File: src/rtl/muxpga_cfg_sequencer.sv
// Job sequencer for the 5x3 mux-FPGA fabric: streams config nibbles, clocks the fabric, captures io_out.
// Optional build macro MUXPGA_SEQ_READBACK_EN adds the readback_xor chain-tail checksum output.
module muxpga_cfg_sequencer #(
   parameter int NUM_NIBBLES = 24,
   parameter int RUN_W       = 8,
   parameter int TIMEOUT     = 255
) (
   input  logic             clk,
   input  logic             reset,
   input  logic             start,
   input  logic             do_load,
   input  logic [RUN_W-1:0] run_cycles,
   input  logic             cfg_valid,
   input  logic [3:0]       cfg_nibble,
   output logic             cfg_ready,
   input  logic [3:0]       data_in,
   output logic [3:0]       fpga_nibble,
   output logic [1:0]       fpga_cmd,
   input  logic [7:0]       fpga_out,
   output logic [7:0]       result,
   output logic             result_valid,
   output logic             busy,
   output logic             error
`ifdef MUXPGA_SEQ_READBACK_EN
   ,
   output logic [3:0]       readback_xor
`endif
);

   localparam logic [1:0] S_IDLE = 2'd0;
   localparam logic [1:0] S_LOAD = 2'd1;
   localparam logic [1:0] S_RUN  = 2'd2;

   localparam logic [1:0] CMD_SHIFT = 2'd0;
   localparam logic [1:0] CMD_RUN   = 2'd1;
   localparam logic [1:0] CMD_HOLD  = 2'd2;

   localparam logic [4:0] NIB_LAST     = 5'(NUM_NIBBLES - 1);
   localparam logic [7:0] TIMEOUT_LAST = 8'(TIMEOUT - 1);

   logic [1:0]       state_q, state_d;
   logic [1:0]       cmd_q, cmd_d;
   logic [3:0]       nib_q, nib_d;
   logic             ready_q, ready_d;
   logic [7:0]       result_q, result_d;
   logic             rv_q, rv_d;
   logic             err_q, err_d;
   logic             busy_q, busy_d;
   logic [4:0]       nib_cnt_q, nib_cnt_d;
   logic [7:0]       idle_cnt_q, idle_cnt_d;
   logic [RUN_W-1:0] run_cnt_q, run_cnt_d;
   logic [RUN_W-1:0] run_len_q, run_len_d;
   logic             accept_s;

   assign accept_s = (state_q == S_LOAD) && ready_q && cfg_valid;

   // Next-state and registered-output computation for the job FSM.
   always_comb begin
      state_d    = state_q;
      cmd_d      = CMD_HOLD;
      nib_d      = 4'd0;
      ready_d    = 1'b0;
      result_d   = result_q;
      rv_d       = 1'b0;
      err_d      = 1'b0;
      nib_cnt_d  = nib_cnt_q;
      idle_cnt_d = idle_cnt_q;
      run_cnt_d  = run_cnt_q;
      run_len_d  = run_len_q;
      case (state_q)
         S_IDLE: begin
            if (start) begin
               run_len_d  = run_cycles;
               run_cnt_d  = '0;
               nib_cnt_d  = 5'd0;
               idle_cnt_d = 8'd0;
               if (do_load) begin
                  state_d = S_LOAD;
                  ready_d = 1'b1;
               end else begin
                  state_d = S_RUN;
                  cmd_d   = CMD_RUN;
                  nib_d   = data_in;
               end
            end else begin
               state_d = S_IDLE;
            end
         end
         S_LOAD: begin
            if (accept_s) begin
               cmd_d      = CMD_SHIFT;
               nib_d      = cfg_nibble;
               idle_cnt_d = 8'd0;
               nib_cnt_d  = nib_cnt_q + 5'd1;
               // Saturating compare: the last accept leaves LOAD, so the count never wraps.
               if (nib_cnt_q >= NIB_LAST) begin
                  state_d = S_RUN;
                  ready_d = 1'b0;
               end else begin
                  ready_d = 1'b1;
               end
            end else if (idle_cnt_q >= TIMEOUT_LAST) begin
               err_d   = 1'b1;
               state_d = S_IDLE;
            end else begin
               idle_cnt_d = idle_cnt_q + 8'd1;
               ready_d    = 1'b1;
            end
         end
         S_RUN: begin
            nib_d = data_in;
            // First RUN cycle after a load still carries the final shift on the pins.
            if (cmd_q != CMD_RUN) begin
               cmd_d = CMD_RUN;
            end else if (run_cnt_q == run_len_q) begin
               result_d = fpga_out;
               rv_d     = 1'b1;
               state_d  = S_IDLE;
               cmd_d    = CMD_HOLD;
               nib_d    = 4'd0;
            end else begin
               cmd_d     = CMD_RUN;
               run_cnt_d = run_cnt_q + RUN_W'(1);
            end
         end
         default: begin
            state_d = S_IDLE;
         end
      endcase
      busy_d = (state_d != S_IDLE);
   end

   // State and output registers with synchronous reset.
   always_ff @(posedge clk) begin
      if (reset) begin
         state_q    <= S_IDLE;
         cmd_q      <= CMD_HOLD;
         nib_q      <= 4'd0;
         ready_q    <= 1'b0;
         result_q   <= 8'd0;
         rv_q       <= 1'b0;
         err_q      <= 1'b0;
         busy_q     <= 1'b0;
         nib_cnt_q  <= 5'd0;
         idle_cnt_q <= 8'd0;
         run_cnt_q  <= '0;
         run_len_q  <= '0;
      end else begin
         state_q    <= state_d;
         cmd_q      <= cmd_d;
         nib_q      <= nib_d;
         ready_q    <= ready_d;
         result_q   <= result_d;
         rv_q       <= rv_d;
         err_q      <= err_d;
         busy_q     <= busy_d;
         nib_cnt_q  <= nib_cnt_d;
         idle_cnt_q <= idle_cnt_d;
         run_cnt_q  <= run_cnt_d;
         run_len_q  <= run_len_d;
      end
   end

   assign fpga_cmd     = cmd_q;
   assign fpga_nibble  = nib_q;
   assign cfg_ready    = ready_q;
   assign result       = result_q;
   assign result_valid = rv_q;
   assign busy         = busy_q;
   assign error        = err_q;

`ifdef MUXPGA_SEQ_READBACK_EN
   logic [3:0] rb_q, rb_d;

   // Checksum of the chain tail seen while shifting; cleared when a load begins.
   always_comb begin
      rb_d = rb_q;
      if ((state_q == S_IDLE) && start && do_load) begin
         rb_d = 4'd0;
      end else if (cmd_q == CMD_SHIFT) begin
         rb_d = rb_q ^ fpga_out[7:4];
      end else begin
         rb_d = rb_q;
      end
   end

   // Readback checksum register.
   always_ff @(posedge clk) begin
      if (reset) begin
         rb_q <= 4'd0;
      end else begin
         rb_q <= rb_d;
      end
   end

   assign readback_xor = rb_q;
`endif

endmodule
File: config.mk
export PLATFORM = sky130hd
export DESIGN_NAME = muxpga_cfg_sequencer
export DESIGN_NICKNAME = d
export VERILOG_FILES = /design/src/rtl/muxpga_cfg_sequencer.sv
export SDC_FILE = /design/constraint.sdc
export NUM_CORES = 1
export LEC_CHECK = 0
export ABC_AREA = 1
export CAP_MARGIN = 10
export CELL_PAD_IN_SITES_DETAIL_PLACEMENT = 1
export CELL_PAD_IN_SITES_GLOBAL_PLACEMENT = 2
export CORE_ASPECT_RATIO = 1.2
export CORE_MARGIN = 2
export CORE_UTILIZATION = 26
export DETAILED_ROUTE_END_ITERATION = 16
export PLACE_DENSITY_LB_ADDON = 0.12
export SETUP_SLACK_MARGIN = 0.4
export SYNTH_ARGS = -nofsm -noshare
export SYNTH_HDL_FRONTEND = slang
export SYNTH_SLANG_ARGS = --single-unit
File: constraint.sdc
create_clock -name clk -period 1.45 [get_ports clk]
set_clock_uncertainty 0.15 [all_clocks]
set_input_delay 0.3625 -clock clk [delete_from_list [all_inputs] [get_ports clk]]
set_output_delay 0.3625 -clock clk [all_outputs]
set_load 0.02 [all_outputs]
[Word level (Yosys, flattened, before mapping)]
Cells that the tools add are included.
Word-level totals
  register bits: 49
  latch bits: 0
  bits in writable memories: 0
  memory bits (read-only): 0
  bits of input ports: 29
  output and inout port bits: 18
  word-level logic and storage cells: 80
  memories: 0
Cells by class
  $add $sub $neg: 3
  multiply operators: 0
  divide/modulo/power cells: 0
  $lt $le $gt $ge: 2
  eq/ne operators: 9
  shift operators: 0
  mux-type cells: 38
  bitwise logic cells: 3
  reductions and logical operators: 13
Operators by type and width (count)
  two-way mux 8 bit: 5
  case mux 8 bit (2 select lines): 2
  two-way mux 2 bit: 12
  two-way mux 4 bit: 5
  adder 8 x 1 -> 8 bit (second input constant): 2
  case mux 2 bit (3 select lines): 2
  case mux 4 bit (3 select lines): 1
  two-way mux 5 bit: 2
  case mux 5 bit (2 select lines): 1
  AND reduction 3 bit: 3
  == test 8 bit: 1
  greater-or-equal comparator 8 bit (second input constant): 1
  inequality test 2 bit (second input constant): 4
  two-way mux 1 bit: 7
  nonzero test 2 bit: 3
  OR reduction 3 bit: 2
  adder 5 x 1 -> 5 bit (second input constant): 1
  greater-or-equal comparator 5 bit (second input constant): 1
  AND reduction 4 bit: 1
  inequality test 3 bit (second input constant): 1
  NOT 1 bit: 3
  == test 2 x 1 -> 1 bit (second input constant): 1
  == test 2 bit (second input constant): 1
  logical AND 1 bit: 2
  other kinds (4): 4

[Longest topological paths before layout]
Gate-level depths: netlist of run 1.
  depth after elaboration: 6
  gate-level depth with buffers: 11
  depth with buffers taken out: 11

[Least setup slack after synthesis of run 1]
OpenSTA, ideal clock, no wires.
  path type: register -> register
  start point: register idle_cnt_q[0]
  end point: register idle_cnt_q[2]
  library setup time: 0.115 ns
  data arrival time: 1.222 ns
  data required time: 1.185 ns
  path slack: -0.037 ns
  stages on the path, launching flop included: 11
  buffers on the path: 0
  clock period less this slack: 1.487 ns
  cells stage by stage: dfxtp_1 > inv_1 > ha_1 > o21ai_0 > nor2_1 > nand2_2 > nand2_2 > nand2_4 > inv_2 > a21oi_1 > nor2_1
On the way
  cells in the longest elaborated chain, start to end: 4
  elaborated cells on any way between the ends: 7
  classes of those cells: 1 x add/sub; 1 x order compare; 1 x eq/ne; 3 x mux; 1 x reduce/logical
Ends and longest elaborated chain
  start, declared: line 50  | logic [7:0] idle_cnt_q, idle_cnt_d;
  start signal, assigned: line 158  | idle_cnt_q <= idle_cnt_d;
  adder 8 x 1 -> 8 bit: line 106  | idle_cnt_d = idle_cnt_q + 8'd1;
  two-way mux 8 bit: line 102  | end else if (idle_cnt_q >= TIMEOUT_LAST) begin
  two-way mux 8 bit: line 90  | if (accept_s) begin
  case mux 8 bit (2 select lines): line 70  | case (state_q)
Several ways; a longest one is shown, not always the timed one. The select of a mux whose other input is x is not followed.
A chain may end at the register's enable or synchronous reset.

[Final worst setup path of run 1]
  start point: register idle_cnt_q[1]
  end point: register idle_cnt_q[4]
Same word-level chain as after synthesis.

==> flow_summary.json, run 1 <==
{
  "power_leakage_nw": 1.80,
  "finalNetCount": 477,
  "area_delta_synth_final_pct": 91.2,
  "power.density_mw_per_mm2": 736,
  "syn_inst": 314,
  "clk_path_buf_depth": 2,
  "grt_pass1_wl_um": 12400,
  "cp_common_cell": "buf_6",
  "cts_hold_buf": 0,
  "critical_path_buf_inv_count": 3,
  "clk_latency_ns": 0.31,
  "hp-class": "flop to flop",
  "reg2reg_from": "idle_cnt_q[1]",
  "cp.depth": 9,
  "cpPeakStageDelay_ns": 0.37,
  "cp_cell_sequence": "buf_6 > ha_4 > nand2_4 > nor2_4 > buf_6 > buf_6 > o21ai_2 > nand2_1 > nor2_1",
  "drtPass1Iterations": 4,
  "synth-simple-area-share_pct": 30.5,
  "syn-num-nets": 347,
  "yosys.area.top_type": "dfxtp_1",
  "vias": 2492,
  "yosys.area.top_type_share_pct": 42.1,
  "synth_top_family_by_area": "simple AND/OR/NAND/NOR gates",
  "coreArea_mm2": 0.00866,
  "diodes": 0,
  "floorplan.initialDensity_pct": 26.9,
  "rrSetupSlack_ns": -0.16,
  "peakVddDrop_v": 0.000492,
  "setup_viol": 40,
  "place_area_mm2": 0.00342,
  "dp_hpwl_um": 5090,
  "final_area_mm2": 0.00445,
  "overflow": 0,
  "ys.flop_type": "dfxtp_1",
  "ys_seq_area_share_pct": 42.1,
  "cts-htree-levels": 2,
  "violations": "negative setup slack",
  "p_total_w": 0.00328,
  "drive_above_1_share_pct": 62.5,
  "grt_max_degree": 20,
  "drc": 0,
  "grt_use_total_pct": 15.9,
  "grt_setup_unrepaired": "true",
  "dp.cells": 523,
  "critPathMaxFanout": 4,
  "grt_pass1_vias": 2685,
  "yosysUniqueCellTypes": 30,
  "max_freq_mhz": 623,
  "yosys_register_bits": 49,
  "top_usage_layer": "met2",
  "r2r_cells": 9,
  "synth_commonest_cells": "nand2_1 (60), dfxtp_1 (49), nor2_1 (48), inv_1 (29), a21oi_1 (24)",
  "worstSetupEndpointType": "flop",
  "critPathLaunch": "idle_cnt_q[1]",
  "synth-async-reset-ratio_pct": 0,
  "cts_root_buf": "clkbuf_8",
  "path_clk_slew_ns": 0.10,
  "hold_viol": 0,
  "arrival_ns": 1.70,
  "antenna_found_initial": 0,
  "layoutNonFillerInstCount": 562,
  "cp-start-kind": "flop",
  "cts_buffers": 5,
  "wire_per_inst_um": 14.3,
  "drt-vias-per-instance": 4.43,
  "rr_endpoint": "idle_cnt_q[4]",
  "worst_hold_slack_ns": 0.340,
  "avgSynthCellArea_um2": 7.42,
  "drv_slew": 0,
  "clock_sinks": 49,
  "synth_xor_xnor_area_share_pct": 4.89,
  "finalWirelength_um": 8040,
  "rows": 37,
  "cp.required_ns": 1.55,
  "layout_setup_ws_ns": -0.155,
  "netlist_top_cells_area": "dfxtp_1 (42%), nand2_1 (9.7%), nor2_1 (7.7%), a21oi_1 (5.2%), inv_1 (4.7%)",
  "globalplace.congestion": 0.795,
  "io_pins": 47,
  "synth-compound-area-share_pct": 12.4,
  "synthMuxAreaShare_pct": 0,
  "route.antenna.remaining_nets": 0,
  "maxCapViolations": 0,
  "outcome": "finished with violations",
  "period_share_pct": 111,
  "criticalPathCategory": "flop to flop",
  "grt_use_met1_pct": 17.8,
  "die_x_um": 90.4,
  "cts_tree": "done",
  "synth-edff-count": 0,
  "io_buffers": 46,
  "yosysMostFrequentCell": "nand2_1",
  "worst_slew_pin_slew_ns": 0.292,
  "dieHeight_um": 108,
  "crit_path_end": "idle_cnt_q[4]",
  "critPathTopFamily": "flip-flops",
  "relSlewSlack_pct": 80.5,
  "met2_usage_pct": 30.7,
  "grt_use_met3_pct": 3.22,
  "syn_area_mm2": 0.00233,
  "synth_warnings": 0,
  "cp_slowest_cell": "dfxtp_4",
  "die-area_mm2": 0.00973,
  "dr.first_iter.drc_count": 27,
  "synthAdderAreaFrac_pct": 2.15,
  "min_period_ns": 1.61,
  "fillers": 1000
}
-- per-stage QoR --
step	TNS (ns)	setup WS (ns)	util, %
after global placement	-13.40	-0.405	39.5
after CTS	-1.88	-0.0883	47.1
after detailed placement	-15.03	-0.463	39.5
final	-2.78	-0.155	51.4
after global routing	-6.25	-0.224	51.4
after floorplan	0	0.0398	-
-- worst min-delay path, stage by stage (launching register included) --
cell	delay [ns]
dfxtp_2	0.35
inv_1	0.06
a21oi_2	0.05
-- timing repair --
| item | in CTS | in global routing |
|---|---|---|
| pin swaps | 39 | 38 |
| setup endpoints to repair | 67 | 67 |
| gates cloned | 4 | 1 |
| gates resized for setup | 208 | 79 |
| setup buffers | 15 | 11 |
| hold endpoints to repair | 0 | 0 |
-- flip-flops by register name, indices dropped and copies added (netlist names) --
signal / flops
fpga_cmd: 2
error: 1
run_cnt_q: 8
idle_cnt_q: 8
result_valid: 1
state_q: 2
busy: 1
nib_cnt_q: 5
cfg_ready: 1
result: 8
run_len_q: 8
fpga_nibble: 4
-- cell type report --
class                      instances  area, um2  share of cell area [%]
clock inverter                     2       13.8                   0.309
multi-input combinational        222       1690                    37.9
timing repair buffer             128       1310                    29.3
clock buffer                       6       82.6                    1.85
inverter                          38        175                    3.93
sequential                        49       1040                    23.4
tap                              117        146                    3.29
-- metal layers --
layer | share of wire (%) | wire (um) | vias up
li1 | - | - | 1267
met1 | 40 | 3230 | 1188
met2 | 56 | 4540 | 33
met3 | 2.6 | 210 | 4
met4 | 0.75 | 60 | 0
met5 | 0 | 0 | -
-- cell usage in the layout, fill, tap and decap left out, types with 2 or more instances in the layout --
cell	Yosys	layout
buf_4	1	56
dfxtp_2	0	36
nor2_1	48	35
buf_6	0	33
nand2_1	60	31
clkdlybuf4s50_1	0	27
nand2_2	3	22
a21oi_2	3	20
inv_1	29	17
nor2_4	5	15
inv_2	6	14
nand3_1	17	13
o21ai_2	0	12
nand2_4	3	11
dfxtp_1	49	9
buf_12	0	9
xor2_1	7	7
o21ai_1	5	6
a21oi_1	24	6
clkbuf_8	0	6
nand4_1	5	5
nand3_2	0	4
nor3_2	0	4
dfxtp_4	0	4
xnor2_2	0	3
xnor2_1	6	3
nor2_2	0	3
nand3_4	2	3
nand2_8	0	3
clkinv_4	1	3
o21ai_0	18	3
ha_4	0	3
inv_4	1	2
inv_6	0	2
o21ai_4	0	2
buf_16	0	2
-- how the worst min path moves through the flow --
stage	startpoint	slack (ns)	endpoint	cells after the start
3_3_place_gp	result[6]	0.32	result[6]	2
4_1_cts	result[5]	0.35	result[5]	2
5_1_grt	idle_cnt_q[5]	0.37	idle_cnt_q[5]	2
2_1_floorplan	idle_cnt_q[3]	0.29	idle_cnt_q[3]	2
6_report	idle_cnt_q[5]	0.34	idle_cnt_q[5]	2
3_5_place_dp	result[5]	0.33	result[5]	2
-- power by group --
group          switching [W]  total, W  internal (W)
Sequential         0.0000426   0.00145       0.00140
Clock               0.000500  0.000889      0.000388
Combinational       0.000463  0.000941      0.000478
-- cells by family after synthesis --
logic type,after synthesis
AND/OR/NAND/NOR,149
AO/OA/AOI/OAI,54
flip-flops,49
buffers and inverters,45
XOR/XNOR,13
adder cells (fa/ha/maj),4
(Power assumes the default switching activity.)
==> run 2, diff against run 1 <==
Settings changed: PLACE_DENSITY_LB_ADDON 0.12 to 0.1.
==> run 2 against run 1 <==
The run still ends with negative setup slack left. Clock power increased by 17%. Worst setup slack better by 0.027 ns. Worst hold slack lost 0.0082 ns. Wire length shrank 9.9%. Via count shrank 1.5%. Register-to-register slack improved by 0.03 ns. Critical path depth decreased by 1. Non-clock buffer count down 9. Design area fell by 7.3%. Critical endpoint is now result[1]. Largest cell class unchanged.
==> flow_summary.json, run 2 (same netlist as run 1, synthesis figures left out) <==
{
  "outcome": "finished with violations",
  "violations": "negative setup slack",
  "setup_viol": 36,
  "io_pins": 47,
  "criticalPathCategory": "flop to flop",
  "drc": 0,
  "antenna_found_initial": 0,
  "path_clk_slew_ns": 0.09,
  "dieHeight_um": 108,
  "peakVddDrop_v": 0.000426,
  "vias": 2454,
  "cp-start-kind": "flop",
  "wire_per_inst_um": 13.1,
  "drive_above_1_share_pct": 54.4,
  "relSlewSlack_pct": 82.2,
  "final_core_util_pct": 47.7,
  "floorplan.initialDensity_pct": 26.9,
  "rows": 37,
  "final_common_cell": "buf_4",
  "drt-vias-per-instance": 4.44,
  "cp_slowest_cell": "dfxtp_2",
  "dp_hpwl_um": 5140,
  "die_x_um": 90.4,
  "coreArea_mm2": 0.00866,
  "critical_path_buf_inv_count": 2,
  "cts-htree-levels": 2,
  "critPathMaxFanout": 8,
  "min_period_ns": 1.58,
  "wl_met2_um": 3960,
  "grt_pass1_vias": 2608,
  "die-area_mm2": 0.00973,
  "grt_use_total_pct": 15.2,
  "final_cell_mix": "buf_4 (58), nand2_1 (46), dfxtp_2 (36)",
  "critPathTopFamily": "simple AND/OR/NAND/NOR gates",
  "cts_tree": "done",
  "fillers": 1036,
  "cts_root_buf": "clkbuf_8",
  "worst_hold_slack_ns": 0.331,
  "cts_buffers": 5,
  "period_share_pct": 109,
  "route.antenna.remaining_nets": 0,
  "overflow": 0,
  "finalNetCount": 468,
  "diodes": 0,
  "worst_slew_pin_slew_ns": 0.267,
  "maxCapViolations": 0,
  "drtPass1Iterations": 4,
  "power_leakage_nw": 1.66,
  "clk_path_buf_depth": 2,
  "arrival_ns": 1.67,
  "power.density_mw_per_mm2": 800,
  "io_buffers": 46,
  "grt_setup_unrepaired": "true",
  "worstSetupEndpointType": "flop",
  "globalplace.congestion": 0.730,
  "cp_common_cell": "nor2_1",
  "hp-class": "flop to flop",
  "cp.required_ns": 1.54,
  "grt_max_degree": 25,
  "drv_slew": 0,
  "wl_met1_um": 2990,
  "top_layer": "met4",
  "max_freq_mhz": 634,
  "area_delta_synth_final_pct": 77.3,
  "grt_pass1_wl_um": 11900,
  "met3_length_um": 203,
  "seqCellArea_mm2": 0.00104,
  "multiInputGateArea_mm2": 0.00149,
  "clk_latency_ns": 0.31,
  "dr.first_iter.drc_count": 45,
  "cp_cell_sequence": "xnor2_2 > nand2_1 > nor2_4 > nand4_1 > buf_6 > clkinvlp_4 > nor2_1 > nor2_1",
  "layout_setup_ws_ns": -0.128,
  "finalWirelength_um": 7240,
  "hold_viol": 0,
  "dp_slack_ns": -0.456,
  "clock_sinks": 49,
  "cpPeakStageDelay_ns": 0.34
}
==> run 2: layer usage <==
layer  track usage [%]  vias to the layer above
met5                 0                        -
met1              17.1                     1165
met4              4.73                        0
li1                  -                     1249
met3              2.66                        7
met2              28.9                       33
==> run 2: what timing repair did <==
| action | in CTS | in global routing |
|---|---|---|
| buffers inserted | 7 | 5 |
| resized for setup | 195 | 37 |
| endpoints found under the setup margin | 67 | 67 |
| cloned | 4 | 1 |
| pin swaps | 18 | 16 |
| hold buffers | 0 | 0 |
==> run 2: worst reg2reg max path, stage by stage (launching register included) <==
cell and delay (ns):
dfxtp_2 0.34, xnor2_2 0.15, nand2_1 0.10, nor2_4 0.15
nand4_1 0.16, buf_6 0.19, clkinvlp_4 0.14, nor2_1 0.05
nor2_1 0.09
==> run 2: final timing paths <==
path	slack, ns	cells past startpoint	to	from
setup / recovery	-0.13	8	result[1]	run_cnt_q[3]
hold reg to reg	0.33	2	result[0]	result[0]
setup reg to reg	-0.13	8	result[1]	run_cnt_q[3]
hold / removal	0.33	2	result[0]	result[0]
==> run 2: metrics by stage <==
step / TNS, ns / area (um2) / instances / total power [W]
CTS: -1.83 / 3980 / 547 / 0.00329
floorplan: 0 / 2410 / 314 / 0.00177
detailed placement: -15.64 / 3450 / 528 / 0.00208
finish: -2.19 / 4130 / 553 / 0.00331
global route: -5.79 / 4130 / 553 / 0.00347
global placement: -13.80 / 3450 / 528 / 0.00207
==> run 2: report_power, final <==
group | switching [W] | internal (W)
sequential | 0.0000454 | 0.00140
combinational | 0.000400 | 0.000413
clock | 0.000494 | 0.000548
==> run 2: cell type report <==
class	instances	share of cell area, %
multi-input combinational	222	36.1
inverter	38	4.33
clock inverter	1	0.121
timing repair buffer	119	27.8
sequential	49	25.2
tap	117	3.55
clock buffer	7	2.88
==> run 3, diff against run 2 <==
Settings changed: CAP_MARGIN 10 to 0, PLACE_DENSITY set to 0.74, PLACE_DENSITY_LB_ADDON 0.1 to not set.
==> run 3 against run 2 <==
Critical path type unchanged. Final cell count rose by 0.90%. Global-route usage increased by 1.1 points. The run still ends with negative setup slack left. Wire length up 10%. Die area stayed put. Sequential power about the same. Flip-flop and latch count did not move. Non-clock buffer count up 5.
==> flow_summary.json, run 3 (same netlist as run 1, synthesis figures left out) <==
{
  "min_to": "result[0]",
  "max_freq_mhz": 635,
  "final_area_mm2": 0.00423,
  "cp_cell_sequence": "inv_2 > ha_4 > o21ai_2 > nor2_2 > nand2_2 > nand2_4 > nand2_8 > nand2_4 > clkinv_4 > nand2_2 > a21oi_2",
  "diodes": 0,
  "antenna_found_initial": 0,
  "finalNetCount": 473,
  "drc": 0,
  "io_buffers": 46,
  "coreArea_mm2": 0.00866,
  "cp_slowest_cell": "dfxtp_2",
  "cts_tree": "done",
  "overflow": 0,
  "cts_hold_buf": 0,
  "hold_viol": 0,
  "worstSetupEndpointType": "flop",
  "globalplace.congestion": 0.740,
  "min_period_ns": 1.58,
  "grt_use_total_pct": 16.3,
  "clock_sinks": 49,
  "hp-start": "result[0]",
  "grt_max_degree": 17,
  "final_cell_mix": "buf_4 (59), nand2_1 (42), nor2_1 (33), dfxtp_2 (33), buf_6 (32)",
  "dieHeight_um": 108,
  "criticalPathCategory": "flop to flop",
  "path_clk_slew_ns": 0.10,
  "critPathLaunch": "idle_cnt_q[0]",
  "power.density_mw_per_mm2": 802,
  "io_pins": 47,
  "cts_buffers": 5,
  "worst_slew_pin_slew_ns": 0.307,
  "dp_hpwl_um": 5260,
  "grt_setup_unrepaired": "true",
  "final_core_util_pct": 48.8,
  "layoutNonFillerInstCount": 558,
  "vias": 2527,
  "critPathMaxFanout": 5,
  "cp.required_ns": 1.56,
  "grt_pass1_wl_um": 12800,
  "maxCapViolations": 0,
  "setup_viol": 37,
  "dp.cells": 531,
  "cpPeakStageDelay_ns": 0.36,
  "tns_ns": -1.96,
  "power_leakage_nw": 1.73,
  "final_common_cell": "buf_4",
  "clk_path_buf_depth": 2,
  "cts-htree-levels": 2,
  "drtPass1Iterations": 4,
  "multiInputGateArea_mm2": 0.00155,
  "drv_slew": 0,
  "hp-class": "flop to flop",
  "die-area_mm2": 0.00973,
  "critPathTopFamily": "simple AND/OR/NAND/NOR gates",
  "outcome": "finished with violations",
  "relSlewSlack_pct": 79.4,
  "place_area_mm2": 0.00348,
  "rr_endpoint": "idle_cnt_q[7]",
  "dr.first_iter.drc_count": 46,
  "violations": "negative setup slack",
  "cts_root_buf": "clkbuf_8",
  "area_delta_synth_final_pct": 81.5,
  "seqCellArea_mm2": 0.00104,
  "die_x_um": 90.4,
  "route.antenna.remaining_nets": 0,
  "period_share_pct": 109,
  "dp_slack_ns": -0.489,
  "fillers": 1032,
  "grt_pass1_vias": 2687,
  "arrival_ns": 1.69,
  "floorplan.initialDensity_pct": 26.9,
  "wire_per_inst_um": 14.3,
  "drt-vias-per-instance": 4.53,
  "r2r_cells": 11,
  "rrSetupSlack_ns": -0.13,
  "reg2reg_from": "idle_cnt_q[0]",
  "min_path_cells": 2,
  "drive_above_1_share_pct": 56.5,
  "cp-start-kind": "flop",
  "peakVddDrop_v": 0.000447,
  "rows": 37,
  "layout_setup_ws_ns": -0.126,
  "clk_latency_ns": 0.31,
  "critical_path_buf_inv_count": 2,
  "finalWirelength_um": 7970
}
run 3: changes by cell type in the layout (fill, tap and decap cells not counted), moves of 3 or more:
| cell | before | now |
|---|---|---|
| nand3_2 | 7 | 4 |
| o21ai_0 | 4 | 1 |
| inv_1 | 15 | 18 |
| dfxtp_2 | 36 | 33 |
| nand2_2 | 13 | 16 |
| nand3_1 | 11 | 14 |
| buf_6 | 26 | 32 |
| o21ai_2 | 6 | 14 |
| nand2_1 | 46 | 42 |
| nor2_4 | 10 | 13 |
| o21ai_1 | 12 | 6 |
run 3: final cells by class:
cell class | count | area share [%]
clock buffers | 6 | 2.22
flip-flops and latches | 49 | 24.6
well taps | 117 | 3.46
inverters | 38 | 4.09
clock inverters | 2 | 0.918
repair buffers | 124 | 27.9
multi-input cells | 222 | 36.8
run 3: worst max path at each step:
stage	to	slack, ns	cells past startpoint
after detailed placement	idle_cnt_q[0]	-0.49	8
final	idle_cnt_q[7]	-0.13	11
after global routing	result[1]	-0.23	8
after floorplan	idle_cnt_q[2]	0.04	10
after global placement	idle_cnt_q[0]	-0.41	8
after CTS	run_cnt_q[1]	-0.10	9
run 3: where the power goes:
group	switching, W	leakage [nW]	internal, W	total, W
registers	0.0000429	0.417	0.00140	0.00144
clock network	0.000514	0.0669	0.000626	0.00114
logic	0.000418	1.25	0.000390	0.000808
run 3: repair_timing:
action / in CTS / in global routing
setup buffers: 7 / 10
gates resized for setup: 189 / 67
cloned: 2 / 0
setup endpoints to repair: 67 / 67
pin swaps: 21 / 21
endpoints found under the hold margin: 0 / 0
run 3: layer usage:
metal	vias to the layer above	global-route usage [%]	routed length, um
met4	0	5.16	139
met2	39	30.6	4470
met3	8	3.15	275
li1	1257	-	-
met1	1223	18.5	3080
met5	-	0	0
run 3: worst min-delay path, delay by kind of cell (launching register included):
kind,cells,cell delay [ns]
AND/OR/NAND/NOR,2,0.12
flip-flops,1,0.35
run 3: per-stage QoR:
step | hold slack (ns) | power, W
after detailed placement | 0.326 | 0.00209
after global routing | 0.368 | 0.00355
final | 0.346 | 0.00339
after global placement | 0.316 | 0.00207
after CTS | 0.348 | 0.00331
after floorplan | 0.289 | 0.00177
